### src/rtl/ex_mem_reg_pkg.sv
// Shared pipeline defines: bus widths, reset/enable levels, NOP encodings and stall-vector indices.
package ex_mem_reg_pkg;

  localparam int REG_BUS_W   = 32;
  localparam int RADDR_BUS_W = 5;
  localparam int ALUOP_BUS_W = 8;
  localparam int STALL_BUS_W = 6;

  localparam logic                   RST_ENABLE    = 1'b1;
  localparam logic                   WRITE_DISABLE = 1'b0;
  localparam logic                   WRITE_ENABLE  = 1'b1;
  localparam logic [REG_BUS_W-1:0]   ZERO_WORD     = '0;
  localparam logic [RADDR_BUS_W-1:0] NOP_REG_ADDR  = '0;
  localparam logic [ALUOP_BUS_W-1:0] EXE_NOP_OP    = 8'b0000_0000;
  localparam logic [ALUOP_BUS_W-1:0] EXE_LW_OP     = 8'b1110_0011;

  // Stall vector bit positions: [0]pc [1]if [2]id [3]ex [4]mem [5]wb
  localparam int STALL_EX  = 3;
  localparam int STALL_MEM = 4;

endpackage

### src/rtl/ex_mem_reg.sv
// EX->MEM pipeline register with stall hold, bubble insertion, flush, and the
// madd/msub partial-product feedback path back into EX.
module ex_mem_reg
  import ex_mem_reg_pkg::*;
#(
  parameter int REG_W   = REG_BUS_W,
  parameter int RADDR_W = RADDR_BUS_W,
  parameter int ALUOP_W = ALUOP_BUS_W,
  parameter int STALL_W = STALL_BUS_W
) (
  input  logic               clk,
  input  logic               rst,
  input  logic [STALL_W-1:0] stall,
  input  logic               flush,
  input  logic [RADDR_W-1:0] ex_wd,
  input  logic               ex_wreg,
  input  logic [REG_W-1:0]   ex_wdata,
  input  logic [REG_W-1:0]   ex_hi,
  input  logic [REG_W-1:0]   ex_lo,
  input  logic               ex_whilo,
  input  logic [ALUOP_W-1:0] ex_aluop,
  input  logic [REG_W-1:0]   ex_mem_addr,
  input  logic [REG_W-1:0]   ex_reg2,
  input  logic [2*REG_W-1:0] hilo_i,
  input  logic [1:0]         cnt_i,
  output logic [RADDR_W-1:0] mem_wd,
  output logic               mem_wreg,
  output logic [REG_W-1:0]   mem_wdata,
  output logic [REG_W-1:0]   mem_hi,
  output logic [REG_W-1:0]   mem_lo,
  output logic               mem_whilo,
  output logic [ALUOP_W-1:0] mem_aluop,
  output logic [REG_W-1:0]   mem_mem_addr,
  output logic [REG_W-1:0]   mem_reg2,
  output logic [2*REG_W-1:0] hilo_o,
  output logic [1:0]         cnt_o
);

  localparam int BUS_W = RADDR_W + 1 + 3 * REG_W + 1 + ALUOP_W + 2 * REG_W;

  // Single definition of the NOP/no-write contents used by reset, flush and bubbles.
  localparam logic [BUS_W-1:0] BUS_CLR = {
    RADDR_W'(NOP_REG_ADDR), WRITE_DISABLE, REG_W'(ZERO_WORD), REG_W'(ZERO_WORD),
    REG_W'(ZERO_WORD), WRITE_DISABLE, ALUOP_W'(EXE_NOP_OP), REG_W'(ZERO_WORD),
    REG_W'(ZERO_WORD)
  };

  logic [BUS_W-1:0] ex_bus;
  logic [BUS_W-1:0] mem_bus;
  logic             stall_ex;
  logic             stall_mem;
  logic             illegal_stall;
  logic             unused_stall;

  assign ex_bus = {ex_wd, ex_wreg, ex_wdata, ex_hi, ex_lo, ex_whilo, ex_aluop,
                   ex_mem_addr, ex_reg2};
  assign {mem_wd, mem_wreg, mem_wdata, mem_hi, mem_lo, mem_whilo, mem_aluop,
          mem_mem_addr, mem_reg2} = mem_bus;

  assign stall_ex      = stall[STALL_EX];
  assign stall_mem     = stall[STALL_MEM];
  assign illegal_stall = !stall_ex && stall_mem;
  assign unused_stall  = ^{stall[STALL_W-1:STALL_MEM+1], stall[STALL_EX-1:0]};

  always_ff @(posedge clk) begin
    if (rst == RST_ENABLE || flush) begin
      mem_bus <= BUS_CLR;
      hilo_o  <= '0;
      cnt_o   <= '0;
    end else if (stall_ex && !stall_mem) begin
      mem_bus <= BUS_CLR;
      hilo_o  <= hilo_i;
      cnt_o   <= cnt_i;
    end else if (!stall_ex) begin
      // Also covers the illegal MEM-only stall: the register still advances.
      mem_bus <= ex_bus;
      hilo_o  <= '0;
      cnt_o   <= '0;
    end else begin
      hilo_o  <= hilo_i;
      cnt_o   <= cnt_i;
    end
  end

  // ctrl only stalls contiguous low stages, so MEM stalled with EX running is a ctrl bug.
  always @(posedge clk) begin
    if (rst != RST_ENABLE)
      assert (!illegal_stall) else $warning("ex_mem_reg: MEM stalled while EX advances");
  end

endmodule

### config.mk
export PLATFORM = sky130hd
export DESIGN_NAME = ex_mem_reg
export DESIGN_NICKNAME = d
export VERILOG_FILES = /design/src/rtl/ex_mem_reg_pkg.sv /design/src/rtl/ex_mem_reg.sv
export SDC_FILE = /design/constraint.sdc
export NUM_CORES = 1
export LEC_CHECK = 0
export ABC_CLOCK_PERIOD_IN_PS = 1100
export BUFFER_PORTS_ARGS = -buffer_cell sky130_fd_sc_hd__buf_2
export CAP_MARGIN = 30
export CORE_AREA = 3 3 187 189
export DETAILED_ROUTE_END_ITERATION = 10
export DIE_AREA = 0 0 190 192
export SETUP_SLACK_MARGIN = 0.3
export SYNTH_ARGS = -nofsm -noshare
export SYNTH_HDL_FRONTEND = slang
export SYNTH_SLANG_ARGS = --single-unit
### constraint.sdc
create_clock -name clk -period 1.1 [get_ports clk]
set_clock_uncertainty 0.2 [all_clocks]
set_input_delay 0.055 -clock clk [delete_from_list [all_inputs] [get_ports clk]]
set_output_delay 0.055 -clock clk [all_outputs]
set_load 0.1 [all_outputs]
==> Word level (Yosys, flattened, before mapping) <==
Cells that the tools add are included.
{ "op_classes": {"n_reduce_logical": 4, "mux": 4} }
{ "ops": {"columns": ["op", "n"], "rows": [
  ["$mux W64", 2],
  ["$mux W2", 2],
  ["$reduce_or A2 Y1", 1],
  ["$logic_and A1 B1 Y1", 1],
  ["$logic_not A1 Y1", 1],
  ["$logic_or A1 B1 Y1", 1]
]} }
{ "word_totals": {"wordCells": 11, "inputBits": 250, "regBits": 241} }

==> Depth between registers and ports, before layout <==
Gate-level depths: netlist (run 1).
{ "depth": {"ltp_word": 3, "ltp_mapped": 6} }

==> Worst setup path after synthesis (run 1) <==
No wires, ideal clock.
{ "synth_path": {"path_type": "register to register", "start": "register mem_bus[100] (netlist name)", "end": "register mem_bus[100]", "path_stages_with_launch": 3, "arrival_time_ns": 1.239, "n_path_buf": 0, "path_slack_ns": -0.406, "required_ns": 0.833, "path_cell_list": "dfxtp_1 > nand3_2 > a21oi_2"} }
{ "synth_lines": {"columns": ["item", "line_no", "rtl"], "rows": [
  ["end signal: assignment", "ex_mem_reg.sv:76", "mem_bus <= ex_bus;"],
  ["end: declaration", "ex_mem_reg.sv:49", "logic [BUS_W-1:0] mem_bus;"]
]} }

==> Worst setup path in the final report (run 1) <==
{ "layout_path": {"start": "register mem_bus[172]", "end": "output mem_wd[2]"} }
{ "layout_lines": {"columns": ["item", "line_no", "rtl"], "rows": [
  ["end: declaration", "ex_mem_reg.sv:26", "output logic [RADDR_W-1:0] mem_wd,"]
]} }
No word-level cell between the ends.

==> results of run 1 <==
==> sequential cells by signal, indices dropped and copies added, names as in the netlist <==
signal and cells:
mem_bus 175, hilo_o 64, cnt_o 2
==> cell families (layout without fill, tap and decap cells) <==
kind of cell    count (synthesis)  in the layout
compound gates                175            175
flops                         241            241
buf+inv                        92           1049
simple gates                  418            418
other cells                     0              1
==> layout make-up <==
type	instances	area (um2)	share of cell area
Tap cell	448	561	0.0241
Timing Repair Buffer	997	11100	0.479
Clock inverter	18	160	0.00689
Antenna cell	1	2.50	0.000108
Clock buffer	34	744	0.0320
Sequential cell	241	5730	0.247
Multi-Input combinational cell	593	4910	0.211
==> worst max-delay path by stage <==
stage | end | slack (ns) | cells past startpoint
4_1_cts | mem_wd[2] | -0.29 | 1
3_3_place_gp | mem_bus[21] | -0.13 | 4
3_5_place_dp | mem_bus[67] | -0.14 | 4
5_1_grt | mem_wd[2] | -0.29 | 1
2_1_floorplan | mem_bus[64] | 0.04 | 5
6_report | mem_wd[2] | -0.25 | 1
==> what timing repair did <==
action / in CTS / in global routing
endpoints found under the hold margin: 241 / 241
setup buffers: 138 / 71
pin swaps: 104 / 27
gates resized for setup: 78 / 80
endpoints found under the setup margin: 408 / 416
==> Yosys cell counts <==
cell | instances | area share
buf_8 | 1 | 0.0016
clkbuf_2 | 1 | 0.00052
dfxtp_1 | 241 | 0.50
buf_2 | 33 | 0.017
nand3_2 | 100 | 0.10
clkbuf_1 | 34 | 0.013
buf_12 | 11 | 0.023
a21oi_2 | 100 | 0.091
a21oi_1 | 75 | 0.039
nand2b_1 | 175 | 0.11
nand3_1 | 75 | 0.039
buf_6 | 5 | 0.0059
buf_1 | 1 | 0.00039
nor2_1 | 1 | 0.00039
and3_1 | 66 | 0.043
buf_4 | 6 | 0.0047
or2_1 | 1 | 0.00065
==> power by group through the flow <==
stage               Sequential, mW  Combinational, mW  Clock (mW)
global route                  8.88               6.29        9.96
detailed placement            9.06               4.80           0
finish                        8.86               6.04        9.33
CTS                           8.85               5.78        9.52
global placement              9.05               4.78           0
floorplan                     10.7               1.27           0
==> layer usage <==
layer / vias to the layer above / global-route usage
li1: 5033 / -
met1: 5022 / 0.230
met2: 332 / 0.374
met3: 81 / 0.0517
met4: 0 / 0.0756
met5: - / 0
==> stage by stage <==
step	worst slack, ns	utilization	hold slack (ns)
2_1_floorplan	0.0419	-	-0.00246
3_3_place_gp	-0.129	0.529	0.0859
3_5_place_dp	-0.139	0.529	0.0891
4_1_cts	-0.286	0.668	-0.358
5_1_grt	-0.291	0.695	-0.348
6_report	-0.245	0.695	-0.331
==> worst reg2reg max path: stages (launching register included) <==
cell,delay (ns)
dfxtp_4,0.36
buf_6,0.09
buf_6,0.09
nand3_4,0.07
a21oi_2,0.16
==> impl_results.md, run 1 <==
- Status: complete, but fails checks
- Inserted Clock Buffers: 28
- Vias: 10500
- XOR/XNOR Fraction of Synth Area: 0
- Syn Nets: 1176
- Mux cell area share after synthesis: 0
- Worst hold endpoint: mem_bus[159]
- Initial DRC Count: 354
- Switching Fraction: 0.308
- Core Footprint: 33400 um2
- Worst R2R End: mem_bus[171]
- Clk pwr share: 0.385
- Hold Path Stages: 3
- Drt first pass iters: 7
- Pin count of the biggest net entering global routing: 59
- R2R Setup Slk: 0.06 ns
- Setup TNS: -53.48 ns
- Vias per cell: 4.49
- CTS sink cnt: 241
- Hold WC Path Type: input pin to flip-flop
- Max-cap viol count: 0
- Routed length on met2: 22600 um
- Clock Tree Buf Depth: 3
- Cts hold-fix bufs: 241
- Sequential area share after synthesis: 0.502
- Pwr Total: 24.2 mW
- Reg-to-reg critical path startpoint: mem_bus[171]
- Io pins: 491
- Dpl cells: 1829
- Int Pwr: 16.8 mW
- Endpoint class of the critical path: output pin
- Clock-pin slew on the worst setup and hold paths: 0.06 ns
- Worst-Skew Late Latency: 0.54 ns
- Worst-margin pin slew: 0.320 ns
- Dpl cell area: 17700 um2
- Critical path, cell by cell: buf_12
- Synth Register Bits: 241
- Pwr/cell area: 1040 nW/um2
- Vias in the first global route: 11200
- Synth Area in Compound Gates: 0.130
- Die X: 190 um
- Final Hold Viols: 241
- Overflow after GRT: 0
- Post-Synth Adder-Cell Area: 0
- P_leak: 9.22 nW
- Fin cells: 2332
- NetSw: 7.47 mW
- Met3 WL post-DR: 2500 um
- Aggregate global-route resource usage: 0.205
- Most frequent cells in the layout: buf_12, buf_2, dfxtp_4, dlygate4sd3_1, nand2b_1
- Main combinational cell family by area after synthesis: simple AND/OR/NAND/NOR gates
- CP max stage delay: 0.37 ns
- WP data required: 0.84 ns
- CTS root buf: clkbuf_16
- Final worst path period share: 1.22
- Routed Antenna Nets: 0
- Syn Area/Cell: 10.4 um2
- Fmax: 743 MHz
- FILL cells: 2073
- Simple-gate share of the synthesized area: 0.301
- Area grow syn2layout: 142%
- Final Critical Period: 1.35 ns
- Crit path max fanout: 2
- Met1 WL: 15400 um
- Dpl hpwl: 25300 um
- CP top delay family: flip-flops
- Cell variety after synth: 17
- Post-Syn Instances: 926
- H-Tree Depth: 1
- # rows: 67
- First-pass GRT wire length: 60300 um
- Slew Viols, Final: 0
- Gate power share: 0.249
- Final Hold Slack: -0.331 ns
- Die Area: 36500 um2
- Crit Path Category: flip-flop to output pin
- Worst Setup Start Kind: flip-flop
- Area of the mapped netlist: 9610 um2
- Synth warn: 0
- Setup crit start: mem_bus[172]
- Drt wl/cell: 18.0 um
- DRC violations left: 0
- Post-route cell area: 23200 um2
- Setup WS post-layout: -0.245 ns
- Leading cell type in the layout, fill and taps excluded: buf_12
- Layout Nets: 2111
- Initial Util: 0.287
- Slowest stage cell, crit path: dfxtp_4
- Failing checks: hold timing, setup timing
- RSZ-0062 raised after global routing: yes
- Max VDD drop: 0.00103 V
- Port buffer count: 486
- Routed wire length: 41900 um
- Min-delay src: stall[4]
- Worst R2R Path Depth: 4
- Buf/Inv on CP: 1
- Die H: 192 um
- Top sig layer: met4
- Sequential group share of total power: 0.366
- Gpl congestion: 0.762
- Final setup fails: 241
- CTS tree: built
- Slew margin rel.: 0.787
- Initial antenna violation count: 1
- WP data arrival: 1.09 ns
- Share of post-route cells with drive strength above 1: 0.736
Power figures use the tool's default switching activity.
==> run 2, diff against run 1 <==
--- a/config.mk
+++ b/config.mk
@@ -5,7 +5,7 @@
 export SDC_FILE = /design/constraint.sdc
 export NUM_CORES = 1
 export LEC_CHECK = 0
-export ABC_CLOCK_PERIOD_IN_PS = 1100
+export ABC_CLOCK_PERIOD_IN_PS = 1700
 export BUFFER_PORTS_ARGS = -buffer_cell sky130_fd_sc_hd__buf_2
 export CAP_MARGIN = 30
 export CORE_AREA = 3 3 187 189
==> constraint.sdc (replaced) <==
create_clock -name clk -period 1.7 [get_ports clk]
set_clock_uncertainty 0.2 [all_clocks]
set_input_delay 0.085 -clock clk [delete_from_list [all_inputs] [get_ports clk]]
set_output_delay 0.085 -clock clk [all_outputs]
set_load 0.1 [all_outputs]
==> run 2 against run 1 <==
Net effect: the run now fails in 4_1_cts; synthesized cell count stayed put; area after synthesis stayed put.
==> impl_results.md, run 2 <==
- Tool Error: [ERROR RSZ-0060] Max buffer count reached.
- Most frequent cell after synthesis: dfxtp_1 (unchanged)
- CTS sink cnt: 241 (unchanged)
- Die H: 192 um (unchanged)
- Post CTS Setup Buffer Count: 9 (was 138)
- Cell variety after synth: 17 (unchanged)
- Die X: 190 um (unchanged)
- Syn Area/Cell: 10.4 um2 (unchanged)
- Gpl congestion: 0.789 (was 0.762)
- Asr flop ratio synth: 0 (unchanged)
- Dpl cells: 1812 (was 1829)
- Last stage: 4_1_cts
- Top_reg_cell synth: dfxtp_1 (unchanged)
- Initial Util: 0.287 (unchanged)
- Syn Nets: 1176 (unchanged)
- Io pins: 491 (unchanged)
- Area of the mapped netlist: 9610 um2 (unchanged)
- Dpl hpwl: 22300 um (was 25300 um)
- Post-synth EDFFs: 0 (unchanged)
- Pre-CTS WS: 0.360 ns (was -0.139 ns)
- Top-area cell type share of the netlist area: 0.502 (unchanged)
- Post_cts resized: 916 (was 78)
- Port buffer count: 486 (unchanged)
- Cts hold-fix bufs: 375 (was 241)
- Post-Syn Instances: 926 (unchanged)
- Post-synth top cells: dfxtp_1, nand2b_1, a21oi_2, nand3_2 (unchanged)
- Most area-consuming cells after synthesis: dfxtp_1, nand2b_1, nand3_2 (unchanged)
- H-Tree Depth: 1 (unchanged)
- # rows: 67 (unchanged)
- Synth warn: 0 (unchanged)
- Clock Tree Buf Depth: 3 (unchanged)
- CTS root buf: clkbuf_16 (unchanged)
- Synth Register Bits: 241 (unchanged)
- Sequential area share after synthesis: 0.502 (unchanged)
- Status: did not finish (was complete, but fails checks)
- Inserted Clock Buffers: 27 (was 28)
- Leading area contributor after synthesis: dfxtp_1 (unchanged)
## run 2: cells by family after synthesis
group	count (synthesis)	synth area share
flops	241	0.502
buf+inv	92	0.0664
simple gates	418	0.301
compound gates	175	0.130
## run 2: through the flow
step                      area (um2)   util
after floorplan                 9830      -
after global placement         12700  0.381
after detailed placement       12700  0.381
==> run 3, diff against run 2 <==
--- a/config.mk
+++ b/config.mk
@@ -8,10 +8,10 @@
 export ABC_CLOCK_PERIOD_IN_PS = 1700
 export BUFFER_PORTS_ARGS = -buffer_cell sky130_fd_sc_hd__buf_2
 export CAP_MARGIN = 30
-export CORE_AREA = 3 3 187 189
+export CORE_AREA = 3 3 191 193
 export DETAILED_ROUTE_END_ITERATION = 10
-export DIE_AREA = 0 0 190 192
-export SETUP_SLACK_MARGIN = 0.3
+export DIE_AREA = 0 0 194 196
+export PLACE_DENSITY_LB_ADDON = 0.15
 export SYNTH_ARGS = -nofsm -noshare
 export SYNTH_HDL_FRONTEND = slang
 export SYNTH_SLANG_ARGS = --single-unit
==> run 3 against run 2 <==
Net effect: the flow again stops in 4_1_cts; synthesized cell count unchanged; area after synthesis unchanged.
==> impl_results.md, run 3 <==
- Status: did not finish (unchanged)
- Last stage: 4_1_cts (unchanged)
- Tool Error: [ERROR RSZ-0060] Max buffer count reached. (unchanged)
- Synth warn: 0 (unchanged)
- Dpl hpwl: 23300 um (was 22300 um)
- Pre-CTS WS: 0.332 ns (was 0.360 ns)
- Cell variety after synth: 17 (unchanged)
- Gpl congestion: 0.752 (was 0.789)
- Post CTS Setup Buffer Count: 0 (was 9)
- Top_reg_cell synth: dfxtp_1 (unchanged)
- Syn Nets: 1176 (unchanged)
- Most area-consuming cells after synthesis: dfxtp_1, nand2b_1, nand3_2 (unchanged)
- Die X: 194 um (was 190 um)
- # rows: 68 (was 67)
- CTS sink cnt: 241 (unchanged)
- Initial Util: 0.277 (was 0.287)
- Area of the mapped netlist: 9610 um2 (unchanged)
- Post_cts resized: 0 (was 916)
- Most frequent cell after synthesis: dfxtp_1 (unchanged)
- Syn Area/Cell: 10.4 um2 (unchanged)
- CTS root buf: clkbuf_16 (unchanged)
- Clock Tree Buf Depth: 3 (unchanged)
- Die H: 196 um (was 192 um)
- Sequential area share after synthesis: 0.502 (unchanged)
- Post-synth top cells: dfxtp_1, nand2b_1, a21oi_2, nand3_2 (unchanged)
- H-Tree Depth: 1 (unchanged)
- Synth Register Bits: 241 (unchanged)
- Asr flop ratio synth: 0 (unchanged)
- Post-Syn Instances: 926 (unchanged)
- Leading area contributor after synthesis: dfxtp_1 (unchanged)
- Cts hold-fix bufs: 375 (unchanged)
- Io pins: 491 (unchanged)
- Post-synth EDFFs: 0 (unchanged)
- Inserted Clock Buffers: 29 (was 27)
- Port buffer count: 486 (unchanged)
- Top-area cell type share of the netlist area: 0.502 (unchanged)
run 3: cell counts after synthesis:
No cell type changed its count.
run 3: through the flow:
stage	instances	area, um2
after floorplan	926	9610
after global placement	1815	12500
after detailed placement	1815	12500
run 3: cells by family after synthesis:
kind of cell / synth area share
flops: 0.502
buf+inv: 0.0664
compound gates: 0.130
simple gates: 0.301
